### config.mk
export PLATFORM = sky130hd
export DESIGN_NAME = pwm_counter
export DESIGN_NICKNAME = d
export VERILOG_FILES = /design/src/rtl/pwm_counter.sv
export SDC_FILE = /design/constraint.sdc
export NUM_CORES = 1
export LEC_CHECK = 0
export ABC_AREA = 1
export BUFFER_PORTS_ARGS = -buffer_cell sky130_fd_sc_hd__buf_2
export CAP_MARGIN = 20
export CELL_PAD_IN_SITES_DETAIL_PLACEMENT = 1
export CELL_PAD_IN_SITES_GLOBAL_PLACEMENT = 2
export CORE_MARGIN = 2
export CORE_UTILIZATION = 29
export CTS_CLUSTER_DIAMETER = 80
export DETAILED_ROUTE_END_ITERATION = 16
export PLACE_DENSITY = 0.81
export SLEW_MARGIN = 5
export SYNTH_ARGS = -nofsm -noshare
export SYNTH_HDL_FRONTEND = slang
export SYNTH_SLANG_ARGS = --single-unit
export TNS_END_PERCENT = 30
### constraint.sdc
create_clock -name clk -period 1.7 [get_ports clk]
set_input_delay 0.085 -clock clk [delete_from_list [all_inputs] [get_ports clk]]
set_output_delay 0.085 -clock clk [all_outputs]
set_load 0.05 [all_outputs]
### src/rtl/pwm_counter.sv
// Prescaled up/down timebase counter for the PWM generator.
// Emits registered count plus single-cycle step/wrap pulses.
module pwm_counter #(
   parameter int unsigned WIDTH     = 16,
   parameter int unsigned PSC_WIDTH = 8
) (
   input  logic                 clk,
   input  logic                 rst,
   input  logic                 en,
   input  logic                 count_reset,
   input  logic                 upnotdown,
   input  logic [WIDTH-1:0]     period,
   input  logic [PSC_WIDTH-1:0] prescale,
   output logic [WIDTH-1:0]     counter_val,
   output logic                 step,
   output logic                 wrap
);

   logic [WIDTH-1:0]     r_cnt;
   logic [PSC_WIDTH-1:0] r_psc;
   logic                 r_step;
   logic                 r_wrap;

   logic                 w_step_edge;
   logic [WIDTH-1:0]     w_next_cnt;
   logic                 w_next_wrap;

   // >= on the prescaler lets a lowered prescale take effect immediately
   assign w_step_edge = (r_psc >= prescale);

   always_comb begin
      w_next_cnt  = r_cnt;
      w_next_wrap = 1'b0;
      if (upnotdown) begin
         if (r_cnt >= period) begin
            w_next_cnt  = '0;
            w_next_wrap = 1'b1;
         end else begin
            w_next_cnt  = r_cnt + WIDTH'(1);
         end
      end else begin
         // a count above a freshly lowered period reloads like an underflow
         if ((r_cnt == '0) || (r_cnt > period)) begin
            w_next_cnt  = period;
            w_next_wrap = 1'b1;
         end else begin
            w_next_cnt  = r_cnt - WIDTH'(1);
         end
      end
   end

   always_ff @(posedge clk or posedge rst) begin
      if (rst) begin
         r_cnt  <= '0;
         r_psc  <= '0;
         r_step <= 1'b0;
         r_wrap <= 1'b0;
      end else if (count_reset) begin
         r_cnt  <= '0;
         r_psc  <= '0;
         r_step <= 1'b0;
         r_wrap <= 1'b0;
      end else if (!en) begin
         r_step <= 1'b0;
         r_wrap <= 1'b0;
      end else if (w_step_edge) begin
         r_psc  <= '0;
         r_cnt  <= w_next_cnt;
         r_step <= 1'b1;
         r_wrap <= w_next_wrap;
      end else begin
         r_psc  <= r_psc + PSC_WIDTH'(1);
         r_step <= 1'b0;
         r_wrap <= 1'b0;
      end
   end

   assign counter_val = r_cnt;
   assign step        = r_step;
   assign wrap        = r_wrap;

endmodule

==> metrics.md, run 1 <==
| Metric | Value |
|---|---|
| Status | finished, violations left |
| Failing checks | setup timing |
| Largest net degree at the start of global routing | 27 |
| Register area share after synthesis | 21.9% |
| YS warnings | 0 |
| Ys async rst share | between 90% and 100% |
| Final setup violation count | 17 |
| Final Util | a little over two fifths |
| Die width | 105 um |
| Post-place setup slack | -391 ps |
| Worst vdd ir | 0.000280 V |
| Final hold slack | around 100 ps |
| Final #Nets | 603 |
| Number of global-route vias before repair | roughly 3500 |
| # fillers | approximately 1300 |
| Total grt overflow | 0 |
| Die area | ~11000 um2 |
| Period utilisation layout | 120% |
| Initial Utilization | 30.2% |
| DR DRC count | 0 |
| Top cells by area, synth | dfrtp_1 (22%), nand2_1 (12%), ha_1 (12%) |
| Max Cap Violations | 0 |
| Pwr dens | about 380 nW/um2 |
| Critical-path cell list | ha_4 -> nand2_4 -> nor3_4 -> nand3_2 -> nand3_2 -> nand2_2 -> nand2_4 -> nor2_1 -> nand3_1 -> nand2_1 |
| I/O Pins | 47 |
| LEAKAGE | between 0.002 and 0.0025 uW |
| Slew Viols, Final | 0 |
| Hpwl dp | between 8000 and 9000 um |
| Ys flop type | dfrtp_1 |
| Synth unique cells | 35 |
| Hold Vio Cnt, Final | 0 |
| IO buf count | between 40 and 50 |
| Site Rows | 36 |
| CTS H-Tree Depth | 1 |
| TritonCTS clock tree | yes |
| Critical path's top delay family | simple AND/OR/NAND/NOR gates |
| Global-route wire length before repair | 17600 um |
| Worst path required time | 1890 ps |
| Clock root buffer | clkbuf_8 |
| Antenna violations before repair | 0 |
| GRT Util Overall | 19.6% |
| Area delta synth->final | 43.6% |
| Share of the synthesized area in the top cell type | a little over a fifth |
| Die Y | around 110 um |
| Syn nets | between 400 and 500 |
| Antenna Nets Post-Route | 0 |
| CP Launch Type | register |
| TritonCTS buffer count | 3 |
| Post-Syn Area | 2980 um2 |
| Worst-margin pin slew | 456 ps |
| Via/cell ratio | 4.78 |
| Max_slew headroom | between 60 and 70% |
| Clock-pin slew on the worst setup and hold paths | 110 ps |
| Detailed Routing Iterations Pass 1 | 4 |
| Mapped Cells | 434 |
| Worst hold path class | primary input to register |
| Multi-input logic area | 2250 um2 |
| GPL Wtd Cong | 0.808 |
| Worst Path Buf+Inv | 0 |
| # diodes | 0 |
| Tmin final | 2030 ps |
| Post-DR wirelength/cell | between 15 and 20 um |
| CP max-delay cell | dfrtp_4 |
| Synth area leader | dfrtp_1 |
| FF+latch area | 673 um2 |
| Critical path class | register to register |
| #FFs+latches synth | 26 |
| Worst Skew | 8.03 ps |
| Setup ws final | -334 ps |
| Dpl cells | 669 |
| WP data arrival | about 2200 ps |
| Avg Inst Size Synth | 6.86 um2 |
| Final WL | ~11000 um |
| Unrepaired setup endpoints after global routing | yes |
| Worst-Skew Late Latency | 280 ps |
| CTS Sinks | 26 |
| Core region area | 9860 um2 |
| Worst Setup End Kind | register |
| EDFF count, synth | 0 |
| Drt first-iter violations | between 90 and 100 |
| Max incr delay on CP | 510 ps |
| Via count | 3240 |
| Fraction of layout cells with a size suffix above 1 | 39.8% |
| CP max FO | 8 |
| Reg2reg setup slack | -330 ps |
| Post-Layout Cell Count | 678 |
| Longest Clk Path Bufs | 2 |
| Max Clk Rate | 0.492 GHz |
==> worst paths after layout <==
check                                                    to                   startpoint  cells after the start
max in group asynchronous       counter_val[15]$_DFFE_PP0P_                          rst                      4
worst max register to register   counter_val[8]$_DFFE_PP0P_  counter_val[15]$_DFFE_PP0P_                     10
min in group asynchronous        counter_val[4]$_DFFE_PP0P_                          rst                      4
worst min register to register         r_psc[7]$_DFFE_PP0P_         r_psc[7]$_DFFE_PP0P_                      2
worst min-delay path                   r_psc[0]$_DFFE_PP0P_                           en                      3
worst max-delay path             counter_val[8]$_DFFE_PP0P_  counter_val[15]$_DFFE_PP0P_                     10
==> cells in the final DEF (no fill, tap or decap), types with 4 or more instances in the layout <==
| master | synthesis | final |
|---|---|---|
| a21oi_1 | 15 | 11 |
| o21ai_1 | 4 | 7 |
| buf_6 | 4 | 7 |
| ha_1 | 28 | 19 |
| nor3_1 | 5 | 5 |
| nor2_1 | 42 | 36 |
| nor2_2 | 3 | 9 |
| nand4_1 | 12 | 12 |
| dfrtp_2 | 0 | 15 |
| inv_1 | 60 | 59 |
| buf_4 | 3 | 66 |
| buf_2 | 7 | 46 |
| nand2_2 | 5 | 7 |
| dfrtp_1 | 26 | 10 |
| o21ai_0 | 13 | 10 |
| xor2_1 | 18 | 18 |
| nand3_1 | 46 | 38 |
| ha_4 | 0 | 9 |
| nor2_4 | 4 | 4 |
| nand3_2 | 13 | 21 |
| nand2_1 | 98 | 91 |
| nand2_4 | 1 | 6 |
| a21oi_2 | 1 | 4 |
==> cells by family (layout without fill, tap and decap cells) <==
kind of cell             Yosys count  after routing  synth area share, %
XOR/XNOR                          21             21                 6.18
AND/OR/NAND/NOR                  234            235                 39.3
buffers and inverters             79            189                 12.2
adder cells (fa/ha/maj)           28             28                 11.8
flip-flops                        26             26                 21.9
AO/OA/AOI/OAI                     46             46                 8.74
==> Yosys cell counts, types with 4 or more instances <==
master,count
nand2_1,98
nand3_1,46
buf_6,4
nor2_4,4
xor2_1,18
dfrtp_1,26
nand3_2,13
nand4_1,12
o21ai_0,13
buf_2,7
inv_1,60
o21ai_1,4
o22ai_1,6
nor3_1,5
ha_1,28
a21oi_1,15
nand2_2,5
nor2_1,42
==> final cells by class <==
| type | count | share of cell area [%] |
|---|---|---|
| Sequential cell | 26 | 15.7 |
| Multi-Input combinational cell | 330 | 52.8 |
| Clock buffer | 3 | 0.966 |
| Tap cell | 133 | 3.89 |
| Clock inverter | 1 | 0.703 |
| Timing Repair Buffer | 122 | 20.2 |
| Inverter | 63 | 5.77 |
==> what timing repair did <==
action | 4_1_cts | 5_1_grt
hold buffers | 1 | 0
endpoints found under the setup margin | 26 | 26
endpoints found under the hold margin | 26 | 0
pin swaps | 11 | 7
gates cloned | 2 | 0
buffers inserted | 1 | 1
resized for setup | 34 | 18
==> through the flow <==
| step | TNS (ps) | total power, uW | area [um2] |
|---|---|---|---|
| 2_1_floorplan | -3370 | 865 | 3080 |
| 3_3_place_gp | -5060 | 1020 | 3900 |
| 3_5_place_dp | -6610 | 1040 | 3900 |
| 4_1_cts | -4740 | 1630 | 4190 |
| 5_1_grt | -6960 | 1710 | 4270 |
| 6_report | -4900 | 1630 | 4270 |
==> where the power goes <==
group	switching (uW)	internal, uW	total, uW
clock	231	316	547
combinational	258	195	452
sequential	5.41	624	630
==> registers in the layout (all words and copies together) (netlist names) <==
name	cells
wrap	1
counter_val	16
r_psc	8
step	1
==> layer usage <==
metal | wire (um) | GRT usage, % | vias up
met5 | 0 | 0 | -
met4 | 116 | 2.95 | 0
met3 | 242 | 2.16 | 8
met2 | 5280 | 34.6 | 46
met1 | 5000 | 26.2 | 1544
li1 | - | - | 1642
==> worst min-delay path, cell delays in order <==
cell	delay, ps
buf_2	90
nand4_1	90
o21ai_0	80
No activity file was read; power rests on OpenSTA's default activity.
==> run 2, diff against run 1 <==
--- a/config.mk
+++ b/config.mk
@@ -5,16 +5,17 @@
 export SDC_FILE = /design/constraint.sdc
 export NUM_CORES = 1
 export LEC_CHECK = 0
-export ABC_AREA = 1
 export BUFFER_PORTS_ARGS = -buffer_cell sky130_fd_sc_hd__buf_2
 export CAP_MARGIN = 20
 export CELL_PAD_IN_SITES_DETAIL_PLACEMENT = 1
 export CELL_PAD_IN_SITES_GLOBAL_PLACEMENT = 2
 export CORE_MARGIN = 2
-export CORE_UTILIZATION = 29
+export CORE_UTILIZATION = 30
 export CTS_CLUSTER_DIAMETER = 80
 export DETAILED_ROUTE_END_ITERATION = 16
-export PLACE_DENSITY = 0.81
+export GPL_TIMING_DRIVEN = 0
+export PLACE_DENSITY = 0.8
+export SKIP_CTS_REPAIR_TIMING = 1
 export SLEW_MARGIN = 5
 export SYNTH_ARGS = -nofsm -noshare
 export SYNTH_HDL_FRONTEND = slang
==> metrics.md, run 2 <==
| Metric | Value |
|---|---|
| Worst Skew | 13.7 ps |
| Max Clk Rate | 0.366 GHz |
| Met3 Use GR | approximately 2.4% |
| Post-Layout Cell Count | 530 |
| Post-Syn Area | between 2000 and 3000 um2 |
| EDFF count, synth | 0 |
| Top cells by area, synth | dfrtp_1 (24%), ha_1 (13%), inv_1 (5.3%) |
| Unrepaired setup endpoints after global routing | yes |
| Worst hold path class | primary input to register |
| CTS Sinks | 26 |
| CP max-delay cell | dfrtp_2 |
| Post-Synth Adder-Cell Area | 12.8% |
| GRT Util Overall | about a fifth |
| Detailed Routing Iterations Pass 1 | 4 |
| Die width | 99.6 um |
| Critical path's top delay family | compound AO/OA/AOI/OAI gates |
| Mux contribution to synthesized area | 0.730% |
| Core region area | 8810 um2 |
| Ys flop type | dfrtp_1 |
| Max incr delay on CP | between 400 and 500 ps |
| Max_slew headroom | 53.9% |
| Worst Path Buf+Inv | 2 |
| TritonCTS buffer count | 3 |
| Clock root buffer | clkbuf_8 |
| Largest register FFs | 16 |
| Clock-pin slew on the worst setup and hold paths | 100 ps |
| M2 GR Usage | 34.5% |
| TritonCTS clock tree | yes |
| Syn nets | 404 |
| CP Launch Type | register |
| Max Cap Violations | 0 |
| Critical-path cell list | ha_4 -> nand4_1 -> or2_4 -> a2111o_1 -> a31oi_4 -> buf_6 -> o21ai_4 -> buf_12 -> o2111ai_2 -> o211ai_1 |
| Path depth of the worst reg2reg path | 10 |
| #FFs+latches synth | 26 |
| Synth area leader | dfrtp_1 |
| Via count | around 3000 |
| Final WL | 10100 um |
| I/O Pins | 47 |
| GPL Wtd Cong | 0.893 |
| Reg2reg setup slack | -1030 ps |
| Total grt overflow | 0 |
| Gr busiest metal | met2 |
| Global-route wire length before repair | 15600 um |
| Main combinational cell family by area after synthesis | compound AO/OA/AOI/OAI gates |
| Setup ws final | -1030 ps |
| Site Rows | 34 |
| Synth top cells by count | inv_1 (39), nand2_1 (38), ha_1 (28) |
| Worst-margin pin slew | 692 ps |
| Failing checks | setup timing |
| Multi-input logic area | 2100 um2 |
| Period utilisation layout | 161% |
| # fillers | 1062 |
| Worst-Skew Late Latency | 290 ps |
| Met1 usage | 26.6% |
| Die Y | 99.6 um |
| Hold path depth | 2 |
| Worst path required time | 1860 ps |
| Simple logic cell fraction of the synthesized area | between 20% and 30% |
| R2R Path Start | counter_val[15]$_DFFE_PP0P_ |
| Setup crit start | counter_val[15]$_DFFE_PP0P_ |
| Register area share after synthesis | around a quarter |
| Critical path class | register to register |
| Longest Clk Path Bufs | 2 |
| Worst vdd ir | between 0.0003 and 0.0004 V |
| Pwr dens | 413 nW/um2 |
| Compound-Gate Fraction of Synth Area | 26.8% |
| Xor and xnor area share after synthesis | under 10% |
| Most common cell after layout, fill and taps aside | buf_2 |
| RR Endpoint | counter_val[14]$_DFFE_PP0P_ |
| Synth unique cells | 57 |
| CTS H-Tree Depth | 1 |
| Antenna Nets Post-Route | 0 |
| # diodes | 0 |
| Mapped Cells | 347 |
| FF+latch area | 667 um2 |
| Final #Nets | 480 |
| Final Util | around two fifths |
| Initial Utilization | 31.1% |
| Antenna violations before repair | 0 |
| Avg Inst Size Synth | 7.90 um2 |
| YS warnings | 0 |
| Post-DR wirelength/cell | 19.0 um |
| Final setup violation count | 26 |
| Slew Viols, Final | 0 |
| CP max FO | 10 |
| Hpwl dp | 7270 um |
| Ys async rst share | 100% |
| Most common cell in the netlist | inv_1 |
| Status | finished, violations left |
| Die area | 9920 um2 |
| Tmin final | 2730 ps |
| WP data arrival | approximately 2900 ps |
| WHS Endpoint | r_psc[4]$_DFFE_PP0P_ |
| Hold Crit Start | count_reset |
| Hold Vio Cnt, Final | 0 |
| Dpl cells | 501 |
| IO buf count | 45 |
| Number of global-route vias before repair | 2926 |
| Drt first-iter violations | 110 |
| Fraction of layout cells with a size suffix above 1 | 32.5% |
| Worst Setup End Kind | register |
| LEAKAGE | 0.00168 uW |
| Area delta synth->final | 34.8% |
| Commonest non-fill, non-tap cells in the layout | buf_2 (46), inv_1 (38), nand2_1 (37) |
| Largest net degree at the start of global routing | 20 |
| DR DRC count | 0 |
| Share of the synthesized area in the top cell type | 23.7% |
| Via/cell ratio | between 5 and 6 |
## run 2: cell types whose count changed in the layout (fill, tap and decap cells not counted), moves of 7 or more
cell      before  now
nand2_1       91   37
buf_4         66   22
nand3_1       38   12
inv_1         59   38
nand3_2       21    0
o211ai_1       0   15
nor2_1        36   23
xor2_1        18    8
nor2_2         9    0
clkbuf_1       0    8
nor4_1         0    7
## run 2: worst max path at each step
| stage | to | slack, ps | cells after the start |
|---|---|---|---|
| CTS | counter_val[7]$_DFFE_PP0P_ | -1690 | 9 |
| global placement | counter_val[7]$_DFFE_PP0P_ | -1690 | 9 |
| detailed placement | counter_val[7]$_DFFE_PP0P_ | -1630 | 9 |
| global route | counter_val[8]$_DFFE_PP0P_ | -1120 | 10 |
| finish | counter_val[14]$_DFFE_PP0P_ | -1030 | 10 |
| floorplan | counter_val[4]$_DFFE_PP0P_ | -860 | 9 |
## run 2: cell families (layout without fill, tap and decap cells)
family                     count (synthesis)  count (layout)
AOI/OAI and AO/OA                         97              97
DFF                                       26              26
and+or+nand+nor                          126             126
buffers and inverters                     55             130
muxes                                      2               2
xor gates and xnor gates                  13              13
adders and majority gates                 28              28
## run 2: final cells by class
class,instances,area share (%)
Clock inverter,1,0.812
Inverter,40,4.16
Tap cell,108,3.66
Clock buffer,3,1.12
Timing Repair Buffer,71,12.5
Buffer,15,2.95
Sequential cell,26,18.0
Multi-Input combinational cell,266,56.7
## run 2: report_power, final
group,total [uW],switching [uW],internal [uW]
clock,552,236,316
combinational,343,198,145
sequential,633,9.10,624
total,1530,443,1080
## run 2: layer usage
metal / wire (um) / vias to the layer above
met4: 145 / 0
li1: - / 1428
met3: 407 / 10
met5: 0 / -
met2: 4810 / 74
met1: 4680 / 1478
## run 2: through the flow
step | hold WS, ps | setup TNS [ps] | total power (uW) | setup WS [ps] | instance area, um2
after detailed placement | 120 | -31550 | 925 | -1630 | 3210
final | 100 | -19820 | 1530 | -1030 | 3700
after global routing | 102 | -22720 | 1610 | -1120 | 3700
after global placement | 343 | -31890 | 911 | -1690 | 3190
after floorplan | 124 | -17090 | 811 | -856 | 2830
after CTS | -200 | -32770 | 1480 | -1690 | 3280
